===== src/rtl/load_store_unit.sv =====
// -----------------------------------------------------------------------------
// load_store_unit
// Data-memory access stage of the single-cycle core. It takes the decoder's
// load/store request, drives a req/ack data bus with byte enables, and returns
// an aligned, sign- or zero-extended load result to the write-back mux. The
// core is frozen through Stall while a bus access is outstanding.
//
// Ports
//   Clk, Rst          core clock, synchronous active-high reset
//   MemReadEn         load request
//   MemWriteEn        store request (wins when both requests are high)
//   MemoryOperation   funct3-style op code (LB/LH/LW/LBU/LHU, SB/SH/SW)
//   Address           byte address from the ALU
//   StoreData         rs2 value
//   LoadData          registered, formatted load result
//   Stall             holds PC and register-file write while high
//   Misaligned        one-cycle pulse on a misaligned request
//   BusError          one-cycle pulse after a bus timeout
//   BusReq/BusWe/BusAddr/BusByteEn/BusWData   bus request side
//   BusRData/BusAck   bus response side
// -----------------------------------------------------------------------------
module load_store_unit #(
  parameter int TIMEOUT_CYCLES = 16,
  parameter int DATA_W         = 32
) (
  input  logic              Clk,
  input  logic              Rst,
  input  logic              MemReadEn,
  input  logic              MemWriteEn,
  input  logic [2:0]        MemoryOperation,
  input  logic [DATA_W-1:0] Address,
  input  logic [DATA_W-1:0] StoreData,
  output logic [DATA_W-1:0] LoadData,
  output logic              Stall,
  output logic              Misaligned,
  output logic              BusError,
  output logic              BusReq,
  output logic              BusWe,
  output logic [DATA_W-1:0] BusAddr,
  output logic [3:0]        BusByteEn,
  output logic [DATA_W-1:0] BusWData,
  input  logic [DATA_W-1:0] BusRData,
  input  logic              BusAck
);

  // Operation codes (funct3 encoding shared with the decoder).
  localparam logic [2:0] OP_B  = 3'b000;
  localparam logic [2:0] OP_H  = 3'b001;
  localparam logic [2:0] OP_W  = 3'b010;
  localparam logic [2:0] OP_BU = 3'b100;
  localparam logic [2:0] OP_HU = 3'b101;

  // Access sizes.
  localparam logic [1:0] SZ_B = 2'd0;
  localparam logic [1:0] SZ_H = 2'd1;
  localparam logic [1:0] SZ_W = 2'd2;

  // FSM states.
  localparam logic [1:0] ST_IDLE   = 2'd0;
  localparam logic [1:0] ST_ACCESS = 2'd1;
  localparam logic [1:0] ST_DONE   = 2'd2;

  localparam int               CNT_W    = $clog2(TIMEOUT_CYCLES + 1);
  localparam logic [CNT_W-1:0] CNT_LAST = CNT_W'(TIMEOUT_CYCLES - 1);

  // Byte-lane enables for a store of the given size at byte offset a.
  function automatic logic [3:0] byte_en_f(input logic [1:0] size, input logic [1:0] a);
    case (size)
      SZ_B:    byte_en_f = 4'b0001 << a;
      SZ_H:    byte_en_f = 4'b0011 << a;
      default: byte_en_f = 4'b1111;
    endcase
  endfunction

  // Store data replicated across all lanes so the byte enables pick the lane.
  function automatic logic [DATA_W-1:0] wdata_f(input logic [1:0] size, input logic [DATA_W-1:0] sd);
    case (size)
      SZ_B:    wdata_f = {4{sd[7:0]}};
      SZ_H:    wdata_f = {2{sd[15:0]}};
      default: wdata_f = sd;
    endcase
  endfunction

  // Select the addressed byte/halfword of the bus word and extend it.
  function automatic logic [DATA_W-1:0] load_fmt_f(input logic [1:0] size, input logic sext,
                                                   input logic [1:0] a, input logic [DATA_W-1:0] w);
    logic [7:0]  b;
    logic [15:0] h;
    b = w[{a, 3'b000} +: 8];
    h = a[1] ? w[31:16] : w[15:0];
    case (size)
      SZ_B:    load_fmt_f = sext ? {{(DATA_W-8){b[7]}}, b}  : {{(DATA_W-8){1'b0}}, b};
      SZ_H:    load_fmt_f = sext ? {{(DATA_W-16){h[15]}}, h} : {{(DATA_W-16){1'b0}}, h};
      default: load_fmt_f = w;
    endcase
  endfunction

  logic [1:0]        state_r;
  logic [CNT_W-1:0]  cnt_r;
  logic [1:0]        size_r;
  logic              sext_r;
  logic [1:0]        addr_lo_r;
  logic              bus_we_r;
  logic [DATA_W-1:0] bus_addr_r;
  logic [3:0]        bus_byte_en_r;
  logic [DATA_W-1:0] bus_wdata_r;
  logic [DATA_W-1:0] load_data_r;
  logic              bus_error_r;

  logic              req_s;
  logic [1:0]        size_s;
  logic              sext_s;
  logic              misaligned_s;

  // Decode the request: size, extension and alignment of the current op.
  // Codes outside the defined set (including U variants on stores) act as word.
  always_comb begin
    req_s  = MemReadEn | MemWriteEn;
    size_s = SZ_W;
    sext_s = 1'b0;
    case (MemoryOperation)
      OP_B:    begin size_s = SZ_B; sext_s = 1'b1; end
      OP_H:    begin size_s = SZ_H; sext_s = 1'b1; end
      OP_W:    begin size_s = SZ_W; sext_s = 1'b0; end
      OP_BU:   begin size_s = MemWriteEn ? SZ_W : SZ_B; sext_s = 1'b0; end
      OP_HU:   begin size_s = MemWriteEn ? SZ_W : SZ_H; sext_s = 1'b0; end
      default: begin size_s = SZ_W; sext_s = 1'b0; end
    endcase
    if (size_s == SZ_H) begin
      misaligned_s = Address[0];
    end else if (size_s == SZ_W) begin
      misaligned_s = (Address[1:0] != 2'b00);
    end else begin
      misaligned_s = 1'b0;
    end
  end

  // Stall is raised in the accepting IDLE cycle so the core freezes at once.
  always_comb begin
    Stall      = 1'b0;
    Misaligned = 1'b0;
    if (state_r == ST_IDLE) begin
      Stall      = req_s & ~misaligned_s;
      Misaligned = req_s & misaligned_s;
    end else if (state_r == ST_ACCESS) begin
      Stall = 1'b1;
    end else begin
      Stall = 1'b0;
    end
  end

  assign BusReq    = (state_r == ST_ACCESS);
  assign BusWe     = bus_we_r;
  assign BusAddr   = bus_addr_r;
  assign BusByteEn = bus_byte_en_r;
  assign BusWData  = bus_wdata_r;
  assign LoadData  = load_data_r;
  assign BusError  = bus_error_r;

  // Access FSM: latch request, wait for ack or timeout, one DONE commit cycle.
  always_ff @(posedge Clk) begin
    if (Rst) begin
      state_r       <= ST_IDLE;
      cnt_r         <= '0;
      size_r        <= SZ_W;
      sext_r        <= 1'b0;
      addr_lo_r     <= 2'b00;
      bus_we_r      <= 1'b0;
      bus_addr_r    <= '0;
      bus_byte_en_r <= 4'b0000;
      bus_wdata_r   <= '0;
      load_data_r   <= '0;
      bus_error_r   <= 1'b0;
    end else begin
      case (state_r)
        ST_IDLE: begin
          bus_error_r <= 1'b0;
          if (req_s && misaligned_s) begin
            // Misaligned loads return zero; a misaligned store leaves it alone.
            if (!MemWriteEn) begin
              load_data_r <= '0;
            end
          end else if (req_s) begin
            size_r        <= size_s;
            sext_r        <= sext_s;
            addr_lo_r     <= Address[1:0];
            bus_we_r      <= MemWriteEn;
            bus_addr_r    <= {Address[DATA_W-1:2], 2'b00};
            bus_byte_en_r <= MemWriteEn ? byte_en_f(size_s, Address[1:0]) : 4'b1111;
            bus_wdata_r   <= wdata_f(size_s, StoreData);
            cnt_r         <= '0;
            state_r       <= ST_ACCESS;
          end else begin
            state_r <= ST_IDLE;
          end
        end
        ST_ACCESS: begin
          // Ack is checked first so an ack in the final cycle still completes.
          if (BusAck) begin
            if (!bus_we_r) begin
              load_data_r <= load_fmt_f(size_r, sext_r, addr_lo_r, BusRData);
            end
            state_r <= ST_DONE;
          end else if (cnt_r == CNT_LAST) begin
            load_data_r <= '0;
            bus_error_r <= 1'b1;
            state_r     <= ST_DONE;
          end else begin
            cnt_r <= cnt_r + 1'b1;
          end
        end
        ST_DONE: begin
          bus_error_r <= 1'b0;
          state_r     <= ST_IDLE;
        end
        default: begin
          bus_error_r <= 1'b0;
          state_r     <= ST_IDLE;
        end
      endcase
    end
  end

endmodule


===== config.mk =====
export PLATFORM = sky130hd
export DESIGN_NAME = load_store_unit
export DESIGN_NICKNAME = d
export VERILOG_FILES = /design/src/rtl/load_store_unit.sv
export SDC_FILE = /design/constraint.sdc
export NUM_CORES = 1
export LEC_CHECK = 0
export CORE_UTILIZATION = 30
export DETAILED_ROUTE_END_ITERATION = 8
export PLACE_DENSITY = 0.63
export SYNTH_ARGS = -nofsm -noshare
export SYNTH_HDL_FRONTEND = slang
export SYNTH_SLANG_ARGS = --single-unit

===== constraint.sdc =====
create_clock -name Clk -period 4.9 [get_ports Clk]
set_input_delay 1.225 -clock Clk [delete_from_list [all_inputs] [get_ports Clk]]
set_output_delay 1.225 -clock Clk [all_outputs]
set_load 0.03 [all_outputs]

==> results.md <==
• number of nets in the finished design: 853
• number of sinks on the clock net: 112
• count of unique library cells instantiated by Yosys: 53
• number of resized instances in the post-cts repair step: 0
• Inserted Clock Buffers: 9
• wire length of the first global-routing pass: 26.3 mm
• clock tree from TritonCTS: built
• number of diodes added for antenna fixing: 0
• initial core utilization: 30.6%
• hold path cells: 1
• nature of the critical path endpoint: output port
• result of the run: completed
• total negative slack for setup checks: 0 ns
• combined area of all synthesized cells: 5080 um2
• vertical die dimension: 132 um
• dominant cell by count in the synthesized netlist: dfxtp_1
• pin count of the biggest net entering global routing: 73
• post-layout power: 2.31 mW
• number of rows in the core area: 47
• max-capacitance violation count: 0
• post-detailed-route via-to-cell ratio: 5.20
• post-synth top area share: 44.1%
• most frequent cells after synthesis: dfxtp_1, a21oi_1, o21ai_0
• Leakage: 2.71 nW
• Worst-Skew Late Latency: 0.36 ns
• end point of the worst hold path: LoadData[6]
• clock transition time at the flip-flop clock pins of the worst setup and hold paths: 0.07 ns
• leading post-synthesis cells by cell area: dfxtp_1, a21oi_1, o21ai_0, nand2b_1, nand3_1
• Post-CTS Setup Repair Bufs: 0
• power density over the cells: 304 nW/um2
• data required time at the worst endpoint: 3.67 ns
• unrepaired setup endpoints after global routing: false
• die width: 132 um
• maximum clock insertion buffer count: 2
• DR pass1 iterations: 5
• post-synthesis area per instance: 8.88 um2
• post-route clock skew: 0.0118 ns
• number of slew-limit violations in the final report: 0
• proportion of synthesized chip area in sequential cells: 44.1%
• min Tclk post-route: 4.63 ns
• post-detailed-route count of antenna-violating nets: 0
• category of the most critical setup path: in2out
• layout-stage area growth over the synthesis result: 49.1%
• number of warnings printed during yosys synthesis: 0
• floorplan core area: 16,600 um2
• FF+latch count, synth: 112
• number of DRC violations after detailed-routing iteration 0: 350
• launch point of the worst reg-to-reg path: size_r[1]
• Die Area: 17,500 um2
• I/O pin cnt: 209
• actual slew at the worst max-slew pin: 1.02 ns
• number of setup violations in the final report: 0
• endpoint of the most critical register-to-register path: LoadData[24]
• Post-Syn Instances: 572
• worst-case register-to-register setup slack: 2.49 ns
• critical path launch point type: primary input
• dpl hpwl: 11.4 mm
• antenna violations before repair: 0
• number of levels in the clock H-tree: 3
• number of buffers added to fix hold violations after cts: 0
• post-place setup slack: 0.284 ns
• leading register cell type out of synthesis: dfxtp_1
• count of buffers from port buffering: 206
• Tightest Hold Check Type: reg2reg
• via count: 5,048
• Max Fclk: 216 MHz
• worst hold margin: 0.469 ns
• total global-route track usage: 19.0%
• root buffer cell: clkbuf_16
• EDFF count, synth: 0
• leftover overflow at the end of global routing: 0
• placer congestion estimate: 0.803
• layout filler cell count: 1,601
• worst path arrival time: 3.41 ns
• Worst Path Max Fanout: 55
• largest voltage drop on the vdd net: 0.166 mV
• startpoint of the lowest-slack hold path: LoadData[6]
• final hold viol count: 0
• ratio of cells with drive above 1 in the final layout: 6.66%
• Storage cell area: 2240 um2
• count of cells along the worst register-to-register path: 4
• Rel. slew slack: 32.1%
• area taken by multi-input logic gates: 2590 um2
• final period utilization: 94.6%
• share of synthesized flip-flops with an asynchronous set or reset: 0%
• worst setup margin: 0.265 ns
• via count of the first global-routing pass: 5,045
• largest area contributor in the netlist: dfxtp_1
• final routed wirelength across all metal layers: 16.5 mm
• routed length per instance: 17.0 um
• DRC Markers: 0
[metal layers]
metal  vias to the layer above  routed length (um)  global-route usage, %
li1                       2449                   -                      -
met1                      2349                7030                   22.6
met2                       234                7660                   30.9
met3                        16                1610                   7.96
met4                         0                 185                   5.75
met5                         -                   0                      0
[sequential cells by signal, indices dropped and copies added, names as in the netlist]
register	flops
LoadData	32
BusWData	32
state_r	2
BusAddr	30
cnt_r	5
addr_lo_r	2
BusByteEn	4
BusError	1
size_r	2
BusWe	1
sext_r	1
[worst max-delay path, cell delays in order]
cell and delay [ns]:
clkdlybuf4s50_1 0.56, a211oi_2 0.43, a2bb2oi_4 0.17, buf_4 0.51
nand2_1 0.20, nand2_1 0.16, buf_12 0.13
[cell families (layout without fill, tap and decap cells)]
family,after synthesis,count (layout),share of synthesized area (%)
other,1,2,0.0738
flip-flops,112,112,44.1
adder cells (fa/ha/maj),3,3,0.690
AND/OR/NAND/NOR,157,157,16.4
AO/OA/AOI/OAI,213,213,28.5
multiplexers,22,22,4.53
buffers and inverters,64,242,5.64
[worst max path at each step]
| stage | end | from | slack [ns] |
|---|---|---|---|
| after floorplan | Misaligned | MemoryOperation[0] | 1.34 |
| after global placement | Stall | MemWriteEn | 0.34 |
| after detailed placement | Stall | MemWriteEn | 0.28 |
| after CTS | Stall | MemWriteEn | 0.28 |
| after global routing | Stall | MemWriteEn | 0.16 |
| final | Stall | MemWriteEn | 0.27 |
[layout make-up]
type	count	share of cell area [%]
inverters	9	0.446
well taps	220	3.63
multi-input cells	397	34.2
repair buffers	218	28.5
flip-flops and latches	112	29.6
clock buffers	9	2.97
clock inverters	6	0.694
[power breakdown]
group	internal (mW)	switching, mW	total [mW]	leakage, nW
sequential	0.965	0.0400	1.01	0.914
combinational	0.258	0.324	0.582	1.67
clock	0.351	0.367	0.718	0.130
total	1.57	0.731	2.31	2.71
[per-stage QoR]
| stage | utilization, % | cells | area, um2 |
|---|---|---|---|
| floorplan | - | 573 | 5080 |
| global placement | 44.0 | 956 | 7300 |
| detailed placement | 44.0 | 956 | 7300 |
| CTS | 45.7 | 971 | 7570 |
| global route | 45.7 | 971 | 7570 |
| finish | 45.7 | 971 | 7570 |
[layout by cell type, fill, tap and decap left out, types with 4 or more instances in the layout]
master	synthesis	layout
o21ai_0	56	56
clkbuf_16	0	9
dfxtp_1	112	112
mux2i_1	14	14
inv_1	9	9
buf_4	5	12
o31a_1	4	4
o2bb2ai_1	7	7
a311oi_1	12	12
a211oi_1	6	6
nand2_1	28	28
nor2_1	22	22
nand3_1	41	41
a221o_1	17	17
nor2b_1	11	11
a32o_1	8	8
a22o_1	17	17
nand2b_1	33	33
clkdlybuf4s50_1	0	204
mux2_2	8	8
a21oi_1	68	68
(Power assumes the default switching activity.)
